--- config.mk ---
export PLATFORM = sky130hd
export DESIGN_NAME = fifo_buffer_flat
export DESIGN_NICKNAME = d
export VERILOG_FILES = /design/src/rtl/fifo_buffer_if.sv /design/src/rtl/fifo_buffer.sv /design/src/flat_wrapper.sv
export SDC_FILE = /design/constraint.sdc
export NUM_CORES = 1
export LEC_CHECK = 0
export CAP_MARGIN = 30
export CORE_MARGIN = 3
export CORE_UTILIZATION = 44
export CTS_CLUSTER_SIZE = 12
export DETAILED_ROUTE_END_ITERATION = 7
export GPL_TIMING_DRIVEN = 0
export PLACE_DENSITY = 0.66
export SYNTH_ARGS = -nofsm -noshare
export SYNTH_HDL_FRONTEND = slang
export SYNTH_SLANG_ARGS = --single-unit
--- constraint.sdc ---
create_clock -name clk -period 5.4 [get_ports clk]
set_input_delay 1.08 -clock clk [delete_from_list [all_inputs] [get_ports clk]]
set_output_delay 1.08 -clock clk [all_outputs]
set_load 0.01 [all_outputs]
--- src/rtl/fifo_buffer_if.sv ---
// Handshake bundle for fifo_buffer: the producer/consumer side drives requests
// and data, and the FIFO returns registered read data and status flags.
interface fifo_buffer_if #(
    parameter int unsigned DATA_WIDTH = 8
);
    logic [DATA_WIDTH-1:0] Data_in;
    logic                  write;
    logic                  read;
    logic [DATA_WIDTH-1:0] Data_out;
    logic                  empty;
    logic                  full;

    modport master (
        output Data_in,
        output write,
        output read,
        input  Data_out,
        input  empty,
        input  full
    );

    modport slave (
        input  Data_in,
        input  write,
        input  read,
        output Data_out,
        output empty,
        output full
    );
endinterface

--- src/rtl/fifo_buffer.sv ---
// Synchronous single-clock FIFO with registered read data and count-decoded
// empty/full flags; a read and a write may complete in the same cycle even when full.
module fifo_buffer #(
    parameter int unsigned DATA_WIDTH = 8,
    parameter int unsigned DEPTH      = 8
) (
    input logic         clk,
    input logic         rst,
    fifo_buffer_if.slave bus
);
    localparam int unsigned PtrW = (DEPTH > 1) ? $clog2(DEPTH) : 1;
    localparam int unsigned CntW = $clog2(DEPTH + 1);

    localparam logic [CntW-1:0] CountMax = CntW'(DEPTH);
    localparam logic [CntW-1:0] CountOne = CntW'(1);
    localparam logic [PtrW-1:0] PtrOne   = PtrW'(1);

    logic [DATA_WIDTH-1:0] mem [DEPTH];

    logic [PtrW-1:0]       wr_ptr_q;
    logic [PtrW-1:0]       rd_ptr_q;
    logic [CntW-1:0]       count_q;
    logic [DATA_WIDTH-1:0] data_out_q;

    logic rd_accept;
    logic wr_accept;
    logic empty_flag;
    logic full_flag;

    always_comb begin
        empty_flag = (count_q == '0);
        full_flag  = (count_q == CountMax);
        rd_accept  = bus.read && !empty_flag;
        // A full FIFO still takes a write when a read frees a slot on the same edge.
        wr_accept  = bus.write && (!full_flag || rd_accept);
    end

    always_ff @(posedge clk or posedge rst) begin
        if (rst) begin
            wr_ptr_q   <= '0;
            rd_ptr_q   <= '0;
            count_q    <= '0;
            data_out_q <= '0;
        end else begin
            if (wr_accept) begin
                wr_ptr_q <= wr_ptr_q + PtrOne;
            end
            if (rd_accept) begin
                rd_ptr_q   <= rd_ptr_q + PtrOne;
                data_out_q <= mem[rd_ptr_q];
            end
            unique case ({wr_accept, rd_accept})
                2'b10:   count_q <= count_q + CountOne;
                2'b01:   count_q <= count_q - CountOne;
                default: count_q <= count_q;
            endcase
        end
    end

    // Storage is not reset; only the pointers define which entries are live.
    always_ff @(posedge clk) begin
        if (wr_accept && !rst) begin
            mem[wr_ptr_q] <= bus.Data_in;
        end
    end

    assign bus.Data_out = data_out_q;
    assign bus.empty    = empty_flag;
    assign bus.full     = full_flag;

endmodule

--- src/flat_wrapper.sv ---
// flat-port wrapper written by rule: the top's interface ports become plain ports
module fifo_buffer_flat 
#(
    parameter int unsigned DATA_WIDTH = 8,
    parameter int unsigned DEPTH      = 8
)
  (clk, rst, bus_Data_in, bus_write, bus_read, bus_Data_out, bus_empty, bus_full);
  fifo_buffer_if #(.DATA_WIDTH(DATA_WIDTH)) bus_i ();
  input logic clk;
  input logic rst;
  input wire logic [$bits(bus_i.Data_in)-1:0] bus_Data_in;
  input wire logic [$bits(bus_i.write)-1:0] bus_write;
  input wire logic [$bits(bus_i.read)-1:0] bus_read;
  output wire logic [$bits(bus_i.Data_out)-1:0] bus_Data_out;
  output wire logic [$bits(bus_i.empty)-1:0] bus_empty;
  output wire logic [$bits(bus_i.full)-1:0] bus_full;
  assign bus_i.Data_in = bus_Data_in;
  assign bus_i.write = bus_write;
  assign bus_i.read = bus_read;
  assign bus_Data_out = bus_i.Data_out;
  assign bus_empty = bus_i.empty;
  assign bus_full = bus_i.full;
  fifo_buffer #(.DATA_WIDTH(DATA_WIDTH), .DEPTH(DEPTH)) u_core (.clk(clk), .rst(rst), .bus(bus_i));
endmodule
==> results of run 1 <==
## how the worst min path moves through the flow
stage,from,slack [ns],end,cells past startpoint
CTS,u_core.bus.Data_out[1],0.50,u_core.bus.Data_out[1],2
detailed placement,u_core.bus.Data_out[1],0.48,u_core.bus.Data_out[1],2
floorplan,u_core.wr_ptr_q[0],0.49,u_core.wr_ptr_q[0],2
finish,u_core.bus.Data_out[1],0.48,u_core.bus.Data_out[1],2
global placement,u_core.bus.Data_out[2],0.47,u_core.bus.Data_out[2],2
global route,u_core.bus.Data_out[0],0.51,u_core.bus.Data_out[0],2
## cell usage after synthesis, drive strengths merged (2+ instances only)
| master | count |
|---|---|
| nand2b | 2 |
| mux2i | 18 |
| a221o | 8 |
| nor2 | 13 |
| xnor2 | 4 |
| edfxtp | 64 |
| o22ai | 8 |
| buf | 8 |
| xor2 | 3 |
| ha | 4 |
| mux2 | 18 |
| nor4 | 2 |
| nand2 | 18 |
| o21ai | 9 |
| dfrtp | 18 |
| inv | 6 |
## worst reg2reg max path, cell delays in order, from the launching register on
cell     delay [ns]
dfrtp_1        0.43
o41ai_1        0.50
or2_1          0.25
inv_1          0.08
ha_1           0.27
a21o_1         0.17
a21oi_1        0.17
mux2i_1        0.25
xor2_1         0.17
## routing by layer
| metal | vias up | GRT usage, % | routed length, um |
|---|---|---|---|
| met5 | - | 0 | 0 |
| met4 | 0 | 5.05 | 42 |
| met3 | 2 | 3.61 | 217 |
| met2 | 27 | 22.8 | 2810 |
| met1 | 876 | 20.9 | 2890 |
| li1 | 882 | - | - |
## logic make-up (layout without fill, tap and decap cells)
logic type | Yosys count | count (layout) | share of synthesized area (%)
xor gates and xnor gates | 7 | 7 | 1.81
buffers and inverters | 14 | 53 | 2.29
DFF | 82 | 82 | 70.1
adders and majority gates | 5 | 5 | 2.07
muxes | 36 | 36 | 11.3
and+or+nand+nor | 40 | 40 | 5.33
AOI/OAI and AO/OA | 31 | 31 | 7.03
## state kept, by name, indices dropped and copies added, names as in the netlist
| signal | cells |
|---|---|
| u_core.mem | 64 |
| u_core.wr_ptr_q | 3 |
| u_core.bus.Data_out | 8 |
| u_core.rd_ptr_q | 3 |
| u_core.count_q | 4 |
## area by class of cell
type,instances,area (um2)
fillers,632,3450
flip-flops and latches,82,2370
multi-input cells,119,945
repair buffers,23,225
clock buffers,9,124
well taps,99,124
plain buffers,8,55.1
clock inverters,7,53.8
inverters,6,22.5
## power groups by stage
stage | combinational (uW) | clock [uW] | sequential [uW]
after global placement | 624 | 0 | 866
final | 637 | 402 | 857
after detailed placement | 641 | 0 | 871
after floorplan | 428 | 0 | 869
after global routing | 703 | 433 | 875
after CTS | 646 | 409 | 858
## per-stage QoR
step                utilization, %  hold WS (ns)  total power [uW]  cells
floorplan                        -         0.487              1300    215
global placement              50.4         0.467              1490    335
detailed placement            50.8         0.476              1510    337
CTS                           53.2         0.495              1910    353
global route                  53.2         0.514              2010    353
finish                        53.2         0.484              1900    353
==> impl_metrics.csv, run 1 <==
group,metric,value,unit
status,run_status,"complete, no violations",
sta,rsz0062_at_grt,"no",
place,port_buffers,21,
worst_setup_path,crit_path_top_delay_cell,"or4b_1",
clock_network,cts_resized,0,
worst_setup_path,endpoint,"bus_full",
yosys,synth_edf_count,64,
worst_setup_path,crit_path_end_kind,"output pin",
clock_network,cts-root-buf,"clkbuf_8",
worst_setup_path,rrSetupSlack,3.03,ns
worst_setup_path,cp_slowest_stage_delay,0.62,ns
clock_network,cts_setup_buffers,0,
place,placed_cell_area,3740,um2
routing,post-route-drc-count,0,
die,die_w,93.7,um
sta,drv_slew,0,
worst_setup_path,crit_family,"buffers and inverters",
yosys,ys_seq_area_share,70.1,%
routing,drt-initial-drc-count,93,
yosys,synth_cells,215,
routing,wl_per_cell,16.9,um
die,die_h,93.7,um
global_route,grt_overflow_total,0,
global_route,grtUsageTotal,14.9,%
routing,viasPerCell,5.06,
worst_setup_path,start_kind,"flop",
place,place_congestion,0.715,
routing,num_vias,1787,
sta,fmax,322,MHz
yosys,synth_top_cell_area_share,56.8,%
global_route,antenna_found_initial,0,
die,initial_core_util,45.9,%
power,clock_power_share,21.2,%
power,sw_frac_of_total,33.1,%
worst_setup_path,worst-setup-path-type,"reg2out",
sta,hold_viol,0,
die,dieArea,8770,um2
worst_setup_path,cp_cell_sequence,"or4b_1, inv_1, clkdlybuf4s50_1",
sta,skew,0.0140,ns
yosys,synth_ff_type,"edfxtp_1",
run,maxCapViolations,0,
global_route,grt_start_max_net_pins,20,
min_path,hold_path.class,"reg2reg",
power,p_seq_share,45.2,%
clock_network,cts.path.max_buffers,2,
sta,finalSetupTns,0,ns
final_layout,diodes,0,
sta,finalCritPeriodShare,57.6,%
clock_network,clk_latency,0.35,ns
worst_setup_path,crit_required,4.32,ns
yosys,async_flop_share,22.0,%
sta,period_needed,3.11,ns
global_route,grt_pass1_wl,9720,um
final_layout,stdcell_area,3920,um2
clock_network,cts_tree,"yes",
yosys,synth_area_leader_cell,"edfxtp_1",
final_layout,areaGrowthSynthToFinish,15.9,%
yosys,yosys-top-cells-area,"edfxtp_1, dfrtp_1, mux2i_1",
place,hpwl,4020,um
clock_network,cts.sinks,82,
sta,timing.final.ws_setup,2.29,ns
yosys,syn_avg_cell_area,15.7,um2
sta,setup_violations,0,
power,p_leak,0.00142,uW
yosys,synthesis.area,3380,um2
clock_network,cts.clk_slew.worst_paths,0.08,ns
global_route,grt_pass1_vias,1871,
die,ioPinCount,22,
clock_network,cts_hold_buffers,0,
power,ir_drop,0.000162,V
sta,worst_pin_slew,0.772,ns
worst_setup_path,worst-path-buf-inv,2,
die,row_count,31,
routing,first_pass_iters,4,
worst_setup_path,ff2ff_path_depth,8,
final_layout,layout_commonest_cell,"edfxtp_1",
worst_setup_path,startpoint,"u_core.count_q[0]",
routing,postRouteAntennaNets,0,
yosys,synth-seq-cells,82,
worst_setup_path,worst-path-stages,3,
die,core_area,7370,um2
power,combPwrFrac,33.6,%
clock_network,htreeDepth,3,
power,switchingPower,628,uW
worst_setup_path,cp_max_fo,5,
power,power.density,483,nW/um2
worst_setup_path,reg2reg_from,"u_core.count_q[0]",
final_layout,drive_gt1_share,13.0,%
final_layout,fin_nets,266,
worst_setup_path,reg2reg_to,"u_core.count_q[3]",
power,p_int,1270,uW
yosys,ys_types,32,
yosys,yosysWarnings,0,
sta,slew_headroom,48.3,%
clock_network,cts_made_buffers,9,
worst_setup_path,arrival,2.03,ns
yosys,synth.net_count,232,
place,dp_slack,1.92,ns
final_layout,final_cell_mix,"edfxtp_1, clkdlybuf4s50_1, nand2_1, mux2i_1, dfrtp_1",
routing,wl,5960,um
Power figures use the tool's default switching activity.
==> inputs of run 2 (changes only) <==
- PLACE_DENSITY: 0.66 -> 0.69
- clock period: 5.4 -> 2.8 ns (I/O delays scaled with it)
==> impl_metrics.csv, run 2 (synthesis results as in run 1) <==
group,metric,value,unit
status,run_status,"complete, no violations",
run,maxCapViolations,0,
sta,rsz0062_at_grt,"no",
sta,fmax,391,MHz
place,place_congestion,0.711,
sta,period_needed,2.56,ns
clock_network,cts-root-buf,"clkbuf_8",
sta,hold_viol,0,
final_layout,layout_commonest_cell,"edfxtp_1",
power,p_leak,0.00145,uW
clock_network,cts_setup_buffers,0,
final_layout,areaGrowthSynthToFinish,16.9,%
routing,postRouteAntennaNets,0,
sta,worst_pin_slew,0.752,ns
clock_network,clk_latency,0.35,ns
worst_setup_path,start_kind,"flop",
global_route,antenna_found_initial,0,
place,hpwl,3940,um
clock_network,cts_tree,"yes",
routing,num_vias,1795,
sta,finalSetupTns,0,ns
worst_setup_path,crit_path_end_kind,"output pin",
routing,viasPerCell,5.08,
clock_network,cts_hold_buffers,0,
global_route,grt_pass1_wl,9420,um
clock_network,cts.clk_slew.worst_paths,0.08,ns
sta,skew,0.0126,ns
min_path,hold_path.class,"reg2reg",
die,die_h,93.7,um
place,port_buffers,21,
global_route,grt_start_max_net_pins,20,
final_layout,largest_reg_flops,64,
sta,finalCritPeriodShare,91.4,%
final_layout,num-fill-cells,618,
routing,first_pass_iters,4,
power,power.density,957,nW/um2
die,row_count,31,
sta,drv_slew,0,
final_layout,final_cells,353,
final_layout,diodes,0,
power,ir_drop,0.000324,V
sta,setup_violations,0,
place,placed_cells,337,
final_layout,final_cell_mix,"edfxtp_1, clkdlybuf4s50_1, nand2_1, mux2i_1, dfrtp_1",
clock_network,cts.sinks,82,
die,dieArea,8770,um2
clock_network,cts_resized,0,
global_route,grt_pass1_vias,1795,
die,core_area,7370,um2
clock_network,htreeDepth,3,
global_route,grtUsageTotal,14.9,%
worst_setup_path,rrSetupSlack,0.47,ns
routing,post-route-drc-count,0,
routing,drt-initial-drc-count,104,
final_layout,final_util,53.7,%
clock_network,cts.path.max_buffers,2,
final_layout,drive_gt1_share,12.2,%
sta,slew_headroom,49.7,%
die,ioPinCount,22,
routing,wl,5780,um
clock_network,cts_made_buffers,9,
global_route,grt_overflow_total,0,
die,initial_core_util,45.9,%
worst_setup_path,arrival,2.00,ns
die,die_w,93.7,um
routing,wl_per_cell,16.4,um
final_layout,top_register,"u_core.mem",
worst_setup_path,worst-setup-path-type,"reg2out",
worst_setup_path,crit_required,2.24,ns
final_layout,fin_nets,266,
worst_setup_path,cp_max_fo,5,
-- run 2: final cells by class --
cell class | count | area, um2 | share of cell area (%)
flip-flops and latches | 82 | 2370 | 60.0
multi-input cells | 119 | 945 | 23.9
repair buffers | 23 | 225 | 5.70
clock buffers | 10 | 128 | 3.23
well taps | 99 | 124 | 3.13
clock inverters | 6 | 82.6 | 2.09
plain buffers | 8 | 55.1 | 1.39
inverters | 6 | 22.5 | 0.570
-- run 2: power breakdown --
part / leakage, uW / switching (uW) / internal [uW] / total [uW]
clock network: 0.000108 / 413 / 498 / 912
logic: 0.000548 / 613 / 606 / 1220
registers: 0.000792 / 140 / 1510 / 1650
total: 0.00145 / 1170 / 2620 / 3780
-- run 2: worst paths after layout --
kind | from | end | cells after the start
max | u_core.count_q[0] | bus_full | 3
max in group asynchronous | rst | u_core.wr_ptr_q[0] | 2
min in group asynchronous | rst | u_core.count_q[3] | 2
min | u_core.bus.Data_out[7] | u_core.bus.Data_out[7] | 2
min reg2reg | u_core.bus.Data_out[7] | u_core.bus.Data_out[7] | 2
max reg2reg | u_core.count_q[0] | u_core.count_q[3] | 8
-- run 2: routing by layer --
metal	global-route usage (%)	wire length, um
met1	20.4	2750
met2	22.3	2640
met3	3.37	228
met4	7.94	159
met5	0	0
-- run 2: critical path, stage by stage, from the launching register on --
cell	delay, ns
dfrtp_1	0.43
or4b_1	0.62
inv_1	0.08
clkdlybuf4s50_1	0.53
-- run 2: metrics by stage --
step | setup slack, ns | total power [uW] | hold WS (ns) | cell area, um2
after floorplan | 0.663 | 2500 | 0.487 | 3380
after CTS | 0.207 | 3820 | 0.496 | 3950
after global routing | 0.0975 | 4000 | 0.524 | 3950
after global placement | -0.704 | 2870 | 0.467 | 3720
final | 0.240 | 3780 | 0.487 | 3950
after detailed placement | -0.129 | 2910 | 0.477 | 3740
